### src/rtl/weight_act_mac.sv
// Multiply-accumulate stage: pops paired weight/activation words, sums KERN_SIZE products,
// then rescales and saturates the sum into one output word per kernel.
module weight_act_mac #(
  parameter int DATA_W     = 16,
  parameter int ACC_W      = 40,
  parameter int KERN_SIZE  = 9,
  parameter int FRAC_SHIFT = 8
) (
  input  logic                     ap_clk,
  input  logic                     ap_rst,
  input  logic signed [DATA_W-1:0] weight_V_dout,
  input  logic                     weight_V_empty_n,
  output logic                     weight_V_read,
  input  logic signed [DATA_W-1:0] act_V_dout,
  input  logic                     act_V_empty_n,
  output logic                     act_V_read,
  output logic signed [DATA_W-1:0] output_V_din,
  input  logic                     output_V_full_n,
  output logic                     output_V_write
);

  localparam int CNT_W = (KERN_SIZE > 1) ? $clog2(KERN_SIZE) : 1;
  localparam logic [CNT_W-1:0] LAST_TAP = CNT_W'(KERN_SIZE - 1);
  localparam logic signed [ACC_W-1:0] SAT_MAX =
    {{(ACC_W-DATA_W+1){1'b0}}, {(DATA_W-1){1'b1}}};
  localparam logic signed [ACC_W-1:0] SAT_MIN =
    {{(ACC_W-DATA_W+1){1'b1}}, {(DATA_W-1){1'b0}}};

  typedef enum logic {ST_ACC, ST_OUT} state_e;

  state_e                   state_q, state_d;
  logic [CNT_W-1:0]         tap_cnt_q, tap_cnt_d;
  logic signed [ACC_W-1:0]  acc_q, acc_d;
  logic signed [DATA_W-1:0] dout_q, dout_d;

  logic                       fire;
  logic                       drain;
  logic signed [2*DATA_W-1:0] prod;
  logic signed [ACC_W-1:0]    acc_sum;
  logic signed [ACC_W-1:0]    acc_shr;
  logic signed [DATA_W-1:0]   sat_val;

  // Both FIFOs pop together or not at all; strobes stay low while reset is held.
  assign fire  = !ap_rst && (state_q == ST_ACC) && weight_V_empty_n && act_V_empty_n;
  assign drain = !ap_rst && (state_q == ST_OUT) && output_V_full_n;

  assign weight_V_read  = fire;
  assign act_V_read     = fire;
  assign output_V_write = drain;
  assign output_V_din   = dout_q;

  assign prod    = weight_V_dout * act_V_dout;
  assign acc_sum = acc_q + {{(ACC_W-2*DATA_W){prod[2*DATA_W-1]}}, prod};
  assign acc_shr = acc_sum >>> FRAC_SHIFT;

  always_comb begin
    if (acc_shr > SAT_MAX)      sat_val = SAT_MAX[DATA_W-1:0];
    else if (acc_shr < SAT_MIN) sat_val = SAT_MIN[DATA_W-1:0];
    else                        sat_val = acc_shr[DATA_W-1:0];
  end

  always_comb begin
    // NOTE: every next-state signal takes its hold value first so no path leaves it unassigned (no latch).
    state_d   = state_q;
    tap_cnt_d = tap_cnt_q;
    acc_d     = acc_q;
    dout_d    = dout_q;
    case (state_q)
      ST_ACC: begin
        if (fire) begin
          if (tap_cnt_q == LAST_TAP) begin
            dout_d    = sat_val;
            acc_d     = '0;
            tap_cnt_d = '0;
            state_d   = ST_OUT;
          end else begin
            acc_d     = acc_sum;
            tap_cnt_d = tap_cnt_q + 1'b1;
          end
        end
      end
      ST_OUT: begin
        if (drain) state_d = ST_ACC;
      end
      default: state_d = ST_ACC;
    endcase
  end

  // NOTE: state registers use non-blocking assignments so every flop samples pre-edge values.
  always_ff @(posedge ap_clk) begin
    if (ap_rst) begin
      state_q   <= ST_ACC;
      tap_cnt_q <= '0;
      acc_q     <= '0;
      dout_q    <= '0;
    end else begin
      state_q   <= state_d;
      tap_cnt_q <= tap_cnt_d;
      acc_q     <= acc_d;
      dout_q    <= dout_d;
    end
  end

endmodule

### config.mk
export PLATFORM = sky130hd
export DESIGN_NAME = weight_act_mac
export DESIGN_NICKNAME = d
export VERILOG_FILES = /design/src/rtl/weight_act_mac.sv
export SDC_FILE = /design/constraint.sdc
export NUM_CORES = 1
export LEC_CHECK = 0
export BUFFER_PORTS_ARGS = -buffer_cell sky130_fd_sc_hd__buf_2
export CORE_MARGIN = 2
export CORE_UTILIZATION = 36
export DETAILED_ROUTE_END_ITERATION = 12
export GPL_ROUTABILITY_DRIVEN = 0
export GPL_TIMING_DRIVEN = 0
export PLACE_DENSITY = 0.51
export SETUP_SLACK_MARGIN = 0.1
export SKIP_CTS_REPAIR_TIMING = 1
export SYNTH_ARGS = -nofsm -noshare
export SYNTH_HDL_FRONTEND = slang
export SYNTH_SLANG_ARGS = --single-unit
### constraint.sdc
create_clock -name ap_clk -period 10.2 [get_ports ap_clk]
set_input_delay 0.51 -clock ap_clk [delete_from_list [all_inputs] [get_ports ap_clk]]
set_output_delay 0.51 -clock ap_clk [all_outputs]
set_load 0.02 [all_outputs]
Word level (Yosys, flattened, before mapping). Cells that the tools add are included.

Multiplexer cells: 8. $lt $le $gt $ge: 2. $add $sub $neg: 2. Bitwise operators: 1. Reductions and logical operators: 8. $mul: 1. Eq/ne operators: 1.

Operators by type and width (number): $add A40 B40 Y40 (1); $mux W40 (1); $gt A32 B16 Y1 const B (1); $lt A32 B16 Y1 const B (1); $mul A16 B16 Y32 (1); $mux W16 (2); $logic_and A1 B1 Y1 (5); $add A4 B1 Y4 const B (1); $eq A4 B4 Y1 const B (1); $mux W4 (1); $mux W1 (3); $reduce_and A3 Y1 (1); $pmux W1 S2 (1); $reduce_and A2 Y1 (1); $logic_not A1 Y1 (1); $not A1 Y1 (1).

Output and inout bits: 19. Register bits: 61. Bits of input ports: 37. Logic and storage cells: 27.

Logic depth before layout (Yosys ltp). Gate-level depths: netlist of run 1.

Word-level depth: 6. Gate-level depth with buffers: 39.

Worst setup path after synthesis of run 1. No wires, ideal clock.

Path kind: input to register. From: input act_V_dout[9]. To: register dout_q[10], in the netlist output_V_din[10]. Slack: 1377 ps. Cell stages on the path: 35. Arrival time: 8688 ps. Cells stage by stage: clkbuf_1 -> nand2_1 -> fa_1 -> inv_1 -> fa_1 -> inv_1 -> fa_1 -> inv_1 -> fa_1 -> fa_1 -> inv_1 -> fa_1 -> inv_1 -> ha_1 -> nand3_1 -> o22ai_1 -> nor3_1 -> a21oi_2 -> o21a_2 -> a31oi_1 -> or3_4 -> o311ai_4 -> ha_1 -> a21o_1 -> a21o_1 -> a21oi_1 -> inv_1 -> nor4_1 -> a21o_1 -> a211oi_1 -> nor4_1 -> nand4b_4 -> o22ai_4 -> buf_12 -> a211oi_2.

Cells in the longest elaborated chain, start to end: 5.

Ends and longest elaborated chain: start, declared (RTL line 14) `input logic signed [DATA_W-1:0] act_V_dout,`; $mul A16 B16 Y32 * (RTL line 52) `assign prod = weight_V_dout * act_V_dout;`; $add A40 B40 Y40 * (RTL line 53) `assign acc_sum = acc_q + {{(ACC_W-2*DATA_W){prod[2*DATA_W-1]}}, prod};`; $lt A32 B16 Y1 (RTL line 58) `else if (acc_shr < SAT_MIN) sat_val = SAT_MIN[DATA_W-1:0];`; $mux W16 (RTL line 58); $mux W16 * (RTL line 57) `if (acc_shr > SAT_MAX) sat_val = SAT_MAX[DATA_W-1:0];`; end signal, assigned (RTL line 100) `dout_q <= dout_d;`; end, declared (RTL line 34) `logic signed [DATA_W-1:0] dout_q, dout_d;`.

Mark *: on every way between the ends. The rest lies on a longest branch, timed or not. A chain may end at the register's enable or synchronous reset.

Worst setup path in the final report of run 1.
From: input weight_V_dout[10]. To: register dout_q[9], in the netlist output_V_din[9].

Cells in the longest elaborated chain, start to end: 5.

Ends and longest elaborated chain: start, declared (RTL line 11) `input logic signed [DATA_W-1:0] weight_V_dout,`; $mul A16 B16 Y32 * (RTL line 52); $add A40 B40 Y40 * (RTL line 53); $lt A32 B16 Y1 (RTL line 58); $mux W16 (RTL line 58); $mux W16 * (RTL line 57).

Marks and branches as above.

==> impl_metrics.env, run 1 <==
export IMPL_post_route_period_util_pct=93.5
export IMPL_antenna_cells=0
export IMPL_area_growth_pct=9.24
export IMPL_hold_viol=0
export IMPL_finalNetCount=2185
export IMPL_dr_max_layer_used="met4"
export IMPL_rsz0062_at_grt="no"
export IMPL_finalClockSkew_ps=9.26
export IMPL_synth_top_area_share_pct=35.9
export IMPL_ys_types=80
export IMPL_drc=0
export IMPL_pin_count=56
export IMPL_clockBufferDepth=2
export IMPL_finalSetupViolCount=0
export IMPL_synth_most_common_cell="inv_1"
export IMPL_regToRegStartpoint="acc_q[0]"
export IMPL_synth_common_cells="inv_1 (320), fa_1 (263), nand2_1 (175), and2_1 (126), ha_1 (123)"
export IMPL_syn_area_per_cell_um2=8.65
export IMPL_initial_core_util_pct=36.7
export IMPL_vias=11584
export IMPL_ys_ff_latch=61
export IMPL_startpoint_type="primary input"
export IMPL_hold_depth=3
export IMPL_via_per_inst=5.05
export IMPL_dieWidth_um=206
export IMPL_insertion_delay_ps=330
export IMPL_detailedPlace_worstSlack_ps=-424
export IMPL_ff_latch_area_mm2=0.00122
export IMPL_wl_mm=38.6
export IMPL_slew_headroom_pct=30.4
export IMPL_hold_end="state_q"
export IMPL_htree_levels=3
export IMPL_post_drt_wl_per_cell_um=16.9
export IMPL_hp_class="primary input to register"
export IMPL_ys_seq_area_share_pct=8.34
export IMPL_multiInputGateArea_mm2=0.0119
export IMPL_endpoint_kind="register"
export IMPL_synth_ff_type="dfxtp_1"
export IMPL_die_area_mm2=0.0423
export IMPL_max_freq_mhz=105
export IMPL_cpPeakStageDelay_ps=590
export IMPL_critPathSlowestCell="fa_1"
export IMPL_antenna_found_initial=1
export IMPL_layout_min_cycle_time_ps=9540
export IMPL_status="finished clean"
export IMPL_clock_sinks=61
export IMPL_setup_tns_final_ps=0
export IMPL_critPathKind="primary input to register"
export IMPL_grt_ovfl_total=0
export IMPL_synth_area_leaders="fa_1 (36%), ha_1 (11%), dfxtp_1 (8.3%)"
export IMPL_dr_pass1_iters=5
export IMPL_rows=73
export IMPL_grt_use_total_pct=19.2
export IMPL_maxCapViolCount=0
export IMPL_crit_top_cell="fa_1"
export IMPL_synth_async_reset_ratio_pct=0
export IMPL_cts_root_buf="clkbuf_16"
export IMPL_fin_ws_ps=662
export IMPL_syn_inst=1694
export IMPL_grt_max_degree=11
export IMPL_dp_hpwl_mm=33.2
export IMPL_critPathRequiredTime_ps=10390
export IMPL_r2r_slack_ps=6210
export IMPL_grt_pass1_wl_mm=63.4
export IMPL_die_height_um=206
export IMPL_dr_wl_met2_mm=19.4
export IMPL_synth_edf_count=0
export IMPL_first_iter_violations=657
export IMPL_cp_max_fo=10
export IMPL_portBuffers=54
export IMPL_fillCellCount=4095
export IMPL_finalMaxSlewViolations=0
export IMPL_wl_met3_mm=1.34
export IMPL_cts_tree="yes"
export IMPL_wl_met1_mm=17.4
export IMPL_clkSlewWorstSetupHoldPaths_ps=50
export IMPL_syn_area_mm2=0.0146
export IMPL_worstHoldStart="output_V_full_n"
export IMPL_reg2reg_depth=16
export IMPL_synth_warnings=0
export IMPL_r2r_end="output_V_din[5]"
export IMPL_grt_pass1_vias=11883
export IMPL_synth_fp_nets=2117
export IMPL_cts_buffers=9
export IMPL_fin_util_pct=40.1
export IMPL_drive_gt1_share_pct=8.94
export IMPL_tightest_slew_ps=1040
export IMPL_core_region_area_mm2=0.0399
export IMPL_postRouteAntennaNets=0
export IMPL_worst_ep_arrival_time_ps=9730
export IMPL_yosysTopAreaCell="fa_1"
-- cell families (layout without fill, tap and decap cells) --
kind of cell | after synthesis | count (layout) | share of synthesized area (%)
buffers and inverters | 388 | 460 | 10.7
AND/OR/NAND/NOR | 517 | 517 | 17.4
flip-flops | 61 | 61 | 8.34
adder cells (fa/ha/maj) | 386 | 386 | 46.4
XOR/XNOR | 67 | 68 | 4.06
multiplexers | 3 | 3 | 0.205
AO/OA/AOI/OAI | 272 | 272 | 12.8
-- flip-flops by register name (all words and copies together), names as in the netlist --
| signal | count |
|---|---|
| output_V_din | 16 |
| acc_q | 40 |
| state_q | 1 |
| tap_cnt_q | 4 |
-- layer usage --
layer / vias up / global-route usage, %
li1: 5497 / -
met1: 5837 / 26.4
met2: 212 / 33.0
met3: 38 / 2.03
met4: 0 / 3.16
met5: - / 0
-- cells in the final DEF, fill, tap and decap left out, types with 3 or more instances in the layout --
cell / netlist / final
and2_1: 126 / 126
buf_6: 7 / 7
dfxtp_1: 61 / 61
a21o_1: 22 / 22
a31oi_1: 9 / 7
nor2b_1: 6 / 6
nand3_1: 15 / 15
nand2_1: 175 / 175
nand2b_1: 17 / 17
nor2_1: 111 / 110
nor3_1: 14 / 14
o21ai_2: 3 / 3
xnor2_1: 46 / 46
o211ai_1: 7 / 7
o21ai_0: 33 / 33
clkinv_2: 0 / 4
clkbuf_16: 0 / 9
a21oi_1: 70 / 69
a211oi_1: 13 / 13
a211oi_2: 11 / 11
o21a_1: 9 / 9
ha_1: 123 / 123
or3_1: 6 / 6
nand3b_1: 4 / 4
nor3b_1: 3 / 3
clkbuf_1: 48 / 22
a22oi_1: 36 / 36
inv_1: 320 / 320
o21bai_1: 5 / 5
o21ai_1: 18 / 18
o31ai_1: 4 / 3
nor4_1: 7 / 7
o21a_2: 3 / 3
and3_1: 3 / 3
clkbuf_2: 0 / 19
buf_4: 4 / 11
nand4_1: 14 / 14
xor2_1: 20 / 21
buf_2: 3 / 59
fa_1: 263 / 263
-- worst max-delay path, delay by kind of cell --
kind                       cells  cell delay [ps]
adders and majority gates      8             3780
buffers and inverters          7             1210
and+or+nand+nor                7             1550
AOI/OAI and AO/OA             12             2290
xor gates and xnor gates       1              110
muxes                          1              260
-- layout make-up --
cell class	count	share of cell area [%]
Timing Repair Buffer	62	2.14
Buffer	62	2.30
Clock buffer	11	1.52
Sequential cell	61	7.63
Multi-Input combinational cell	1246	74.5
Tap cell	525	4.10
Clock inverter	5	0.313
Inverter	320	7.51
-- stage by stage --
step | instance area [um^2] | std cells | hold WS, ps
3_3_place_gp | 15600 | 2273 | 476
6_report | 16000 | 2292 | 487
2_1_floorplan | 14600 | 1694 | 459
5_1_grt | 16000 | 2292 | 505
3_5_place_dp | 15600 | 2273 | 480
4_1_cts | 15900 | 2289 | 482
-- how the worst max path moves through the flow --
stage	startpoint	cells past startpoint	end
2_1_floorplan	act_V_dout[9]	35	output_V_din[10]
3_3_place_gp	weight_V_dout[9]	34	output_V_din[11]
3_5_place_dp	weight_V_dout[10]	34	output_V_din[5]
4_1_cts	weight_V_dout[10]	34	output_V_din[5]
5_1_grt	act_V_dout[6]	37	output_V_din[9]
6_report	weight_V_dout[10]	36	output_V_din[9]
Power of run 1 is left out: the tool's default activity adds up to more than one toggle a clock period on the data nets, which glitch-free logic cannot reach.
==> run 2: changes to the inputs <==
--- a/config.mk
+++ b/config.mk
@@ -7,11 +7,11 @@
 export LEC_CHECK = 0
 export BUFFER_PORTS_ARGS = -buffer_cell sky130_fd_sc_hd__buf_2
 export CORE_MARGIN = 2
-export CORE_UTILIZATION = 36
+export CORE_UTILIZATION = 64
 export DETAILED_ROUTE_END_ITERATION = 12
 export GPL_ROUTABILITY_DRIVEN = 0
 export GPL_TIMING_DRIVEN = 0
-export PLACE_DENSITY = 0.51
+export PLACE_DENSITY = 0.82
 export SETUP_SLACK_MARGIN = 0.1
 export SKIP_CTS_REPAIR_TIMING = 1
 export SYNTH_ARGS = -nofsm -noshare
==> impl_metrics.env, run 2 (same netlist as run 1, synthesis figures left out) <==
export IMPL_critPathSlowestCell="fa_1"
export IMPL_final_common_cell="inv_1"
export IMPL_antenna_found_initial=0
export IMPL_largest_reg_flops=40
export IMPL_area_growth_pct=6.76
export IMPL_max_freq_mhz=104
export IMPL_dr_pass1_iters=6
export IMPL_dp_cells=2033
export IMPL_worst_ep_arrival_time_ps=9810
export IMPL_grt_pass1_wl_mm=59.6
export IMPL_dpl_cell_area_mm2=0.0153
export IMPL_first_iter_violations=1002
export IMPL_portBuffers=54
export IMPL_finalClockSkew_ps=9.08
export IMPL_drc=0
export IMPL_cp_depth=37
export IMPL_crit_top_cell="fa_1"
export IMPL_tightest_slew_ps=956
export IMPL_endpoint_kind="register"
export IMPL_reg2reg_depth=16
export IMPL_maxCapViolCount=0
export IMPL_insertion_delay_ps=340
export IMPL_startpoint_type="primary input"
export IMPL_cts_tree="yes"
export IMPL_drive_gt1_share_pct=8.49
export IMPL_critPathLaunch="act_V_dout[5]"
export IMPL_hold_viol=0
export IMPL_rsz0062_at_grt="no"
export IMPL_vias=12156
export IMPL_top_register="acc_q"
export IMPL_r2r_end="output_V_din[3]"
export IMPL_dp_hpwl_mm=29.9
export IMPL_status="finished clean"
export IMPL_critPathKind="primary input to register"
export IMPL_finalNetCount=2184
export IMPL_via_per_inst=5.92
export IMPL_grt_max_degree=11
export IMPL_cp_max_fo=10
export IMPL_core_region_area_mm2=0.0226
export IMPL_final_cells=2052
export IMPL_grt_pass1_vias=12458
export IMPL_clock_sinks=61
export IMPL_clkSlewWorstSetupHoldPaths_ps=50
export IMPL_crit_family="adder cells"
export IMPL_htree_levels=3
export IMPL_r2r_slack_ps=6120
export IMPL_pin_count=56
export IMPL_stdcell_area_mm2=0.0156
export IMPL_slew_headroom_pct=35.8
export IMPL_crit_end="output_V_din[3]"
export IMPL_finalSetupViolCount=0
export IMPL_finalMaxSlewViolations=0
export IMPL_worst_hold_slack_ps=450
export IMPL_grt_ovfl_total=0
export IMPL_postRouteAntennaNets=0
export IMPL_post_route_period_util_pct=94.1
export IMPL_clockBufferDepth=2
export IMPL_regToRegStartpoint="acc_q[0]"
export IMPL_die_height_um=155
export IMPL_crit_buf_inv=8
export IMPL_rows=55
export IMPL_cts_root_buf="clkbuf_16"
export IMPL_initial_core_util_pct=64.9
export IMPL_post_drt_wl_per_cell_um=17.5
export IMPL_dieWidth_um=155
export IMPL_grt_use_total_pct=30.9
export IMPL_cts_buffers=9
export IMPL_cpPeakStageDelay_ps=570
export IMPL_setup_tns_final_ps=0
export IMPL_layout_min_cycle_time_ps=9600
export IMPL_wl_mm=35.9
export IMPL_die_area_mm2=0.0241
export IMPL_critPathRequiredTime_ps=10410
export IMPL_hp_class="primary input to register"
export IMPL_layout_common_cells="inv_1 (320), fa_1 (263), nand2_1 (175), and2_1 (126), ha_1 (123)"
## run 2: area by class of cell
cell class	instances	area, um^2
sequential	61	1220
timing repair buffer	61	323
tap	285	357
buffer	63	372
clock inverter	3	20.0
fill	1816	6930
multi-input combinational	1245	11900
clock buffer	13	260
antenna	1	2.50
inverter	320	1200
## run 2: metrics by stage
step	util (%)	setup slack, ps
after floorplan	-	1380
after global placement	67.7	-49.0
after detailed placement	67.7	-218
after CTS	68.9	57.1
after global routing	69.3	133
final	69.3	600
## run 2: worst register-to-register path: stages, from the launching register on
cell	delay (ps)
dfxtp_1	330
ha_1	190
inv_1	70
fa_1	410
nor2b_1	210
o31ai_2	120
a211o_1	320
a211oi_2	310
or2_1	140
buf_4	150
mux2i_1	320
nor4b_2	240
or4b_1	500
nand4b_4	210
o22ai_4	190
buf_4	180
a211oi_1	70
## run 2: worst min path at each step
stage	start	end	slack, ps	cells past startpoint
floorplan	state_q	state_q	460	2
global placement	output_V_din[15]	output_V_din[15]	470	2
detailed placement	state_q	state_q	470	2
CTS	output_V_full_n	state_q	440	3
global route	output_V_full_n	state_q	480	3
finish	output_V_full_n	state_q	450	3
## run 2: routing by layer
| layer | part of all wire [%] | wire [um] | global-route usage, % | vias to the layer above |
|---|---|---|---|---|
| met2 | 50 | 18000 | 52.9 | 473 |
| li1 | - | - | - | 5501 |
| met3 | 6.3 | 2280 | 4.68 | 111 |
| met1 | 40 | 14400 | 40.5 | 6071 |
| met5 | 0 | 0 | 0 | - |
| met4 | 3.5 | 1250 | 10.5 | 0 |
Power of run 2 is left out for the same reason.
